File: src/rtl/mac_out_drain.sv
// Snapshots four MAC accumulator lanes on capture and drains the selected lanes
// one word at a time over a valid/ready output, lowest lane index first.
module mac_out_drain #(
    parameter int unsigned MAC_ACC_WIDTH = 32,
    parameter int unsigned LANES         = 4
) (
    input  logic                     clk,
    input  logic                     rst,
    input  logic                     en,
    input  logic                     capture,
    input  logic [3:0]               lane_mask,
    input  logic [MAC_ACC_WIDTH-1:0] in0,
    input  logic [MAC_ACC_WIDTH-1:0] in1,
    input  logic [MAC_ACC_WIDTH-1:0] in2,
    input  logic [MAC_ACC_WIDTH-1:0] in3,
    output logic [MAC_ACC_WIDTH-1:0] out_data,
    output logic [1:0]               out_lane,
    output logic                     out_valid,
    input  logic                     out_ready,
    output logic                     busy,
    output logic                     overrun,
    input  logic                     clr_overrun
);

    typedef enum logic {
        IDLE,
        DRAIN
    } state_t;

    state_t                   state;
    logic [MAC_ACC_WIDTH-1:0] hold [LANES];
    logic [LANES-1:0]         pend;

    logic                     xfer;
    logic                     can_load;
    logic                     accept;
    logic                     lost;
    logic [LANES-1:0]         pend_after;
    logic [LANES-1:0]         src_mask;
    logic [MAC_ACC_WIDTH-1:0] src [LANES];
    logic                     nxt_valid;
    logic [1:0]               nxt_lane;
    logic [MAC_ACC_WIDTH-1:0] nxt_data;

    // A new capture is taken when idle, or when the last pending lane leaves
    // this very cycle; the next word is then selected straight from the inputs.
    always_comb begin
        xfer       = out_valid & out_ready;
        pend_after = pend;
        if (xfer) begin
            pend_after[out_lane] = 1'b0;
        end
        can_load = (state == IDLE) || (xfer && (pend_after == '0));
        accept   = en & capture & (lane_mask != '0) & can_load;
        lost     = en & capture & (lane_mask != '0) & (state == DRAIN) & ~can_load;

        src_mask = accept ? lane_mask : pend_after;
        src[0]   = accept ? in0 : hold[0];
        src[1]   = accept ? in1 : hold[1];
        src[2]   = accept ? in2 : hold[2];
        src[3]   = accept ? in3 : hold[3];

        nxt_valid = 1'b0;
        nxt_lane  = '0;
        for (int unsigned i = 0; i < LANES; i++) begin
            if (src_mask[i] && !nxt_valid) begin
                nxt_valid = 1'b1;
                nxt_lane  = 2'(i);
            end
        end
        nxt_data = nxt_valid ? src[nxt_lane] : '0;
    end

    always_ff @(posedge clk or posedge rst) begin
        if (rst) begin
            state     <= IDLE;
            pend      <= '0;
            for (int unsigned i = 0; i < LANES; i++) begin
                hold[i] <= '0;
            end
            out_valid <= 1'b0;
            out_data  <= '0;
            out_lane  <= '0;
            busy      <= 1'b0;
            overrun   <= 1'b0;
        end else begin
            if (accept) begin
                hold[0] <= in0;
                hold[1] <= in1;
                hold[2] <= in2;
                hold[3] <= in3;
                pend    <= lane_mask;
            end else begin
                pend    <= pend_after;
            end

            state     <= nxt_valid ? DRAIN : IDLE;
            busy      <= nxt_valid;
            out_valid <= nxt_valid;
            out_lane  <= nxt_lane;
            out_data  <= nxt_data;

            if (clr_overrun) begin
                overrun <= 1'b0;
            end else if (lost) begin
                overrun <= 1'b1;
            end
        end
    end

endmodule

File: config.mk
export PLATFORM = sky130hd
export DESIGN_NAME = mac_out_drain
export DESIGN_NICKNAME = d
export VERILOG_FILES = /design/src/rtl/mac_out_drain.sv
export SDC_FILE = /design/constraint.sdc
export NUM_CORES = 1
export LEC_CHECK = 0
export CAP_MARGIN = 40
export CORE_ASPECT_RATIO = 1.25
export CORE_MARGIN = 1
export CORE_UTILIZATION = 55
export DETAILED_ROUTE_END_ITERATION = 12
export MAX_ROUTING_LAYER = met4
export PLACE_DENSITY = 0.84
export SLEW_MARGIN = 40
export SYNTH_ARGS = -nofsm -noshare
export SYNTH_HDL_FRONTEND = slang
export SYNTH_SLANG_ARGS = --single-unit
File: constraint.sdc
create_clock -name clk -period 13.44 [get_ports clk]
set_input_delay 3.36 -clock clk [delete_from_list [all_inputs] [get_ports clk]]
set_output_delay 3.36 -clock clk [all_outputs]
set_load 0.01 [all_outputs]
Word-level counts from Yosys, hierarchy flattened
Cells that the tools add are included.
{ "op_classes": {"order_cmp": 3, "n_mux": 22, "bitwise_logic": 11, "reduce_logical": 12} }
{ "ops": {"columns": ["op", "n"], "rows": [
  ["$mux W32", 7],
  ["$bmux W32 S2", 1],
  ["$mux W1", 9],
  ["$mux W4", 2],
  ["$and A1 B1 Y1", 6],
  ["$logic_and A1 B1 Y1", 5],
  ["$and A4 B4 Y4", 1],
  ["$logic_not A4 Y1", 1],
  ["$mux W2", 2],
  ["$not A4 Y4", 1],
  ["$reduce_bool A4 Y1", 1],
  ["$ge A3 B3 Y1 const B", 1],
  ["$logic_not A1 Y1", 3],
  ["$lt A2 B3 Y1 const B", 1],
  ["$not A2 Y3", 1],
  ["$demux W1 S2", 1],
  ["$ge A2 B1 Y1 const B", 1],
  ["$not A1 Y1", 2],
  ["$reduce_bool A2 Y1", 1],
  ["$logic_or A1 B1 Y1", 1]
]} }
{ "totals": {"register_bits": 169, "out_inout_bits": 37} }

Longest topological paths before layout
{ "logic_depth": {"word_depth": 27, "ltp_mapped": 9, "mapped_depth_nobuf": 6} }

Least setup slack after synthesis
No wires, ideal clock.
{ "synth_timing": {"path_type": "input to register", "startpoint": "in out_ready", "endpoint": "reg out_data[31]", "setup_ns": 0.123, "arrival_ns": 5.093, "slack_ns": 8.224, "cell_stages": 7, "path_cell_list": "or3b_1 o211a_4 nor3_2 buf_4 mux2_2 mux2_2 o221a_2"} }
{ "synth_between": {"elab_chain_cells": 22, "elab_cells_between_ends": 29, "classes_between": "mux (17); bitwise (3); reduce/logical (9)"} }
{ "synth_rtl": {"columns": ["item", "line_no", "rtl"], "rows": [
  ["from (decl)", "19", "input logic out_ready,"],
  ["$and A1 B1 Y1 *", "48", "xfer = out_valid & out_ready;"],
  ["$mux W4", "50", "if (xfer) begin"],
  ["$logic_not A4 Y1", "53", "can_load = (state == IDLE) || (xfer && (pend_after == '0));"],
  ["$logic_and A1 B1 Y1", "53", null],
  ["$logic_or A1 B1 Y1", "53", null],
  ["$and A1 B1 Y1", "54", "accept = en & capture & (lane_mask != '0) & can_load;"],
  ["$mux W4", "57", "src_mask = accept ? lane_mask : pend_after;"],
  ["$mux W1", "66", "if (src_mask[i] && !nxt_valid) begin"],
  ["(+6 left out)", null, null],
  ["$logic_not A1 Y1", "66", null],
  ["$logic_and A1 B1 Y1", "66", null],
  ["$mux W2", "66", null],
  ["$not A2 Y3 (not written as such)", "71", "nxt_data = nxt_valid ? src[nxt_lane] : '0;"],
  ["$bmux W32 S2", "71", null],
  ["$mux W32 (not written as such) (2 in series)", "71", null],
  ["$mux W32 *", "71", null],
  ["named net nxt_data[31]", "43", "logic [MAC_ACC_WIDTH-1:0] nxt_data;"],
  ["to (signal assigned)", "101", "out_data <= nxt_data;"],
  ["to (decl)", "16", "output logic [MAC_ACC_WIDTH-1:0] out_data,"]
]} }
Mark *: on every way through the listed nets, which the timed path passes. The rest lies on a longest branch. The select of a mux whose other input is x is not followed.
A chain may end at the register's enable or synchronous reset.

Final worst setup path
{ "layout_timing": {"startpoint": "in out_ready", "endpoint": "reg out_data[30]"} }
The elaborated chain is that of the path after synthesis.

==> flow_metrics.tcl <==
set metrics [dict create \
    ys_seq_area_frac 0.544 \
    ios 175 \
    clk_latency_ns 0.43 \
    cts_buffers 17 \
    grt_pass1_vias 6553 \
    synth_most_common_cell "nand2_1" \
    synth-seq-cells 168 \
    post_cts_buffers 0 \
    synth_edf_count 0 \
    cp.arrival_ns 7.13 \
    cts_hold_buffers 0 \
    regArea_um2 4200 \
    multi_input_area_um2 3270 \
    yosysWarnings 0 \
    vias 6153 \
    wire_per_inst_um 20.5 \
    worst-path-max-fanout 74 \
    cp-end-kind "flip-flop" \
    synth_common_cells "nand2_1 (198), dfrtp_1 (168), mux2_2 (68)" \
    drc 0 \
    totalPowerFinal_uw 2630 \
    yosys.area.top_type "dfrtp_1" \
    cts.path.max_buffers 2 \
    placed_area_um2 9590 \
    peakVddDrop_mv 0.129 \
    yosysTopAreaCellShare 0.544 \
    cts_tree "yes" \
    hold_depth 2 \
    syn-cell-area_um2 7730 \
    n_fill_cell 886 \
    fin_crit_sh 0.507 \
    setup-violations-final 0 \
    outcome "finished clean" \
    drive_above_1_share 0.222 \
    synth_cells 667 \
    tns_ns 0 \
    drt-pass1-iter-count 5 \
    slew_headroom 0.468 \
    final_area_um2 10200 \
    synthArstFlopShare 1.00 \
    crit_required_ns 13.75 \
    dpl.hpwl_um 13500 \
    cts_resized 0 \
    r2r_setup_slack_ns 9.56 \
    viasPerCell 6.09 \
    worst_hold_path_type "reg -> reg" \
    io_buffers 174 \
    rows 48 \
    cts_sinks 168 \
    die_height_um 135 \
    max_freq_mhz 147 \
    cap_violations 0 \
    num-nets-final 960 \
    grt_pass1_wl_um 33100 \
    die_area_um2 14500 \
    cts-root-buf "clkbuf_16" \
    p_leak_uw 0.00454 \
    skew_ns 0.0160 \
    rsz0062_at_grt "no" \
    reg2reg_depth 8 \
    antenna_cells 0 \
    ant_nets 0 \
    crit_type "in -> reg" \
    h-tree-depth 4 \
    grt_max_degree 106 \
    min_period_ns 6.82 \
    synthTopCellsByArea "dfrtp_1 (54%), mux2_2 (9.9%), nand2_1 (9.6%), a221oi_2 (5.8%), mux2i_1 (4.1%)" \
    synth_cell_types 44 \
    post_synth.cell_area_avg_um2 11.6 \
    globalplace.congestion 0.935 \
    power_density_nw_per_um2 258 \
    drtIter0Drc 519 \
    routed_wl_um 20700 \
    syn2layout_area_growth_pct 31.8 \
    final-hold-violation-count 0 \
    tightest_slew_ns 0.799 \
    grt-ovfl-total 0 \
    grtUsageTotal 0.310 \
    clkSlewWorstSetupHoldPaths_ns 0.06 \
    start_util 0.562 \
    core-area_um2 13800 \
    finalMaxSlewViolations 0 \
    antenna_found_initial 0 \
    die_x_um 108 \
    start_kind "primary input" \
    synthFlopType "dfrtp_1" \
    synth_nets 805 \
]
-- worst max-delay path, cell delays in order --
cell and delay (ns):
clkdlybuf4s50_1 0.63, or3b_1 0.42, o211ai_1 0.21, nand3_4 0.66, buf_4 0.64, mux2i_4 0.23, buf_4 0.53, mux2i_1 0.29
o2bb2ai_1 0.09
-- final timing paths --
| kind | startpoint | end |
|---|---|---|
| max | out_ready | out_data[30] |
| min | hold[62] | hold[62] |
| max reg2reg | out_lane[0] | out_data[30] |
| min reg2reg | hold[62] | hold[62] |
| max in group asynchronous | rst | hold[50] |
| min in group asynchronous | rst | hold[4] |
-- final cells by class --
class,instances,share of cell area
sequential,168,0.412
multi-input combinational,442,0.320
timing repair buffer,185,0.184
clock buffer,19,0.0435
tap,175,0.0215
clock inverter,13,0.0145
inverter,8,0.00368
-- metal layers --
metal  up-vias  global-route usage  share of wire
li1       2703                   -              -
met1      3046               0.368           0.38
met2       342               0.521           0.52
met3        62              0.0444          0.067
met4         0               0.136          0.036
met5         -                   -              0
-- layout by cell type (no fill, tap or decap), types with 3 or more instances in the layout --
| master | count |
|---|---|
| mux2i_1 | 31 |
| nand2_1 | 197 |
| a31o_2 | 29 |
| clkdlybuf4s50_1 | 174 |
| dfrtp_1 | 168 |
| clkbuf_16 | 17 |
| o32ai_1 | 30 |
| o211ai_1 | 3 |
| o22ai_1 | 3 |
| nor2_1 | 4 |
| inv_1 | 7 |
| mux2_2 | 68 |
| clkinvlp_4 | 4 |
| a31oi_1 | 3 |
| nor2b_1 | 3 |
| buf_4 | 7 |
| o21ai_0 | 6 |
| a221oi_2 | 30 |
| clkinv_4 | 4 |
-- power by group --
group / switching [uW] / internal, uW / total [uW] / leakage, uW
Sequential: 110 / 754 / 864 / 0.00206
Combinational: 668 / 610 / 1280 / 0.00221
Clock: 206 / 280 / 486 / 0.000276
-- sequential cells by signal (all words and copies together), names as in the netlist --
name	cells
pend	4
out_data	32
busy	1
hold	128
out_lane	2
overrun	1
-- kinds of logic (layout without fill, tap and decap cells) --
| logic type | after synthesis | in the layout | share of synthesized area |
|---|---|---|---|
| compound gates | 120 | 120 | 0.155 |
| flops | 168 | 168 | 0.544 |
| buf+inv | 57 | 225 | 0.0429 |
| simple gates | 222 | 222 | 0.118 |
| mux | 100 | 100 | 0.140 |
-- stage by stage --
step	hold WS (ns)	setup slack, ns	std cells	util
after floorplan	0.437	5.53	667	-
final	0.470	6.62	1010	0.741
after detailed placement	0.458	6.28	977	0.697
after global placement	0.451	6.40	974	0.692
after CTS	0.470	6.68	1009	0.740
after global routing	0.484	6.44	1010	0.741
(Power assumes the default switching activity.)
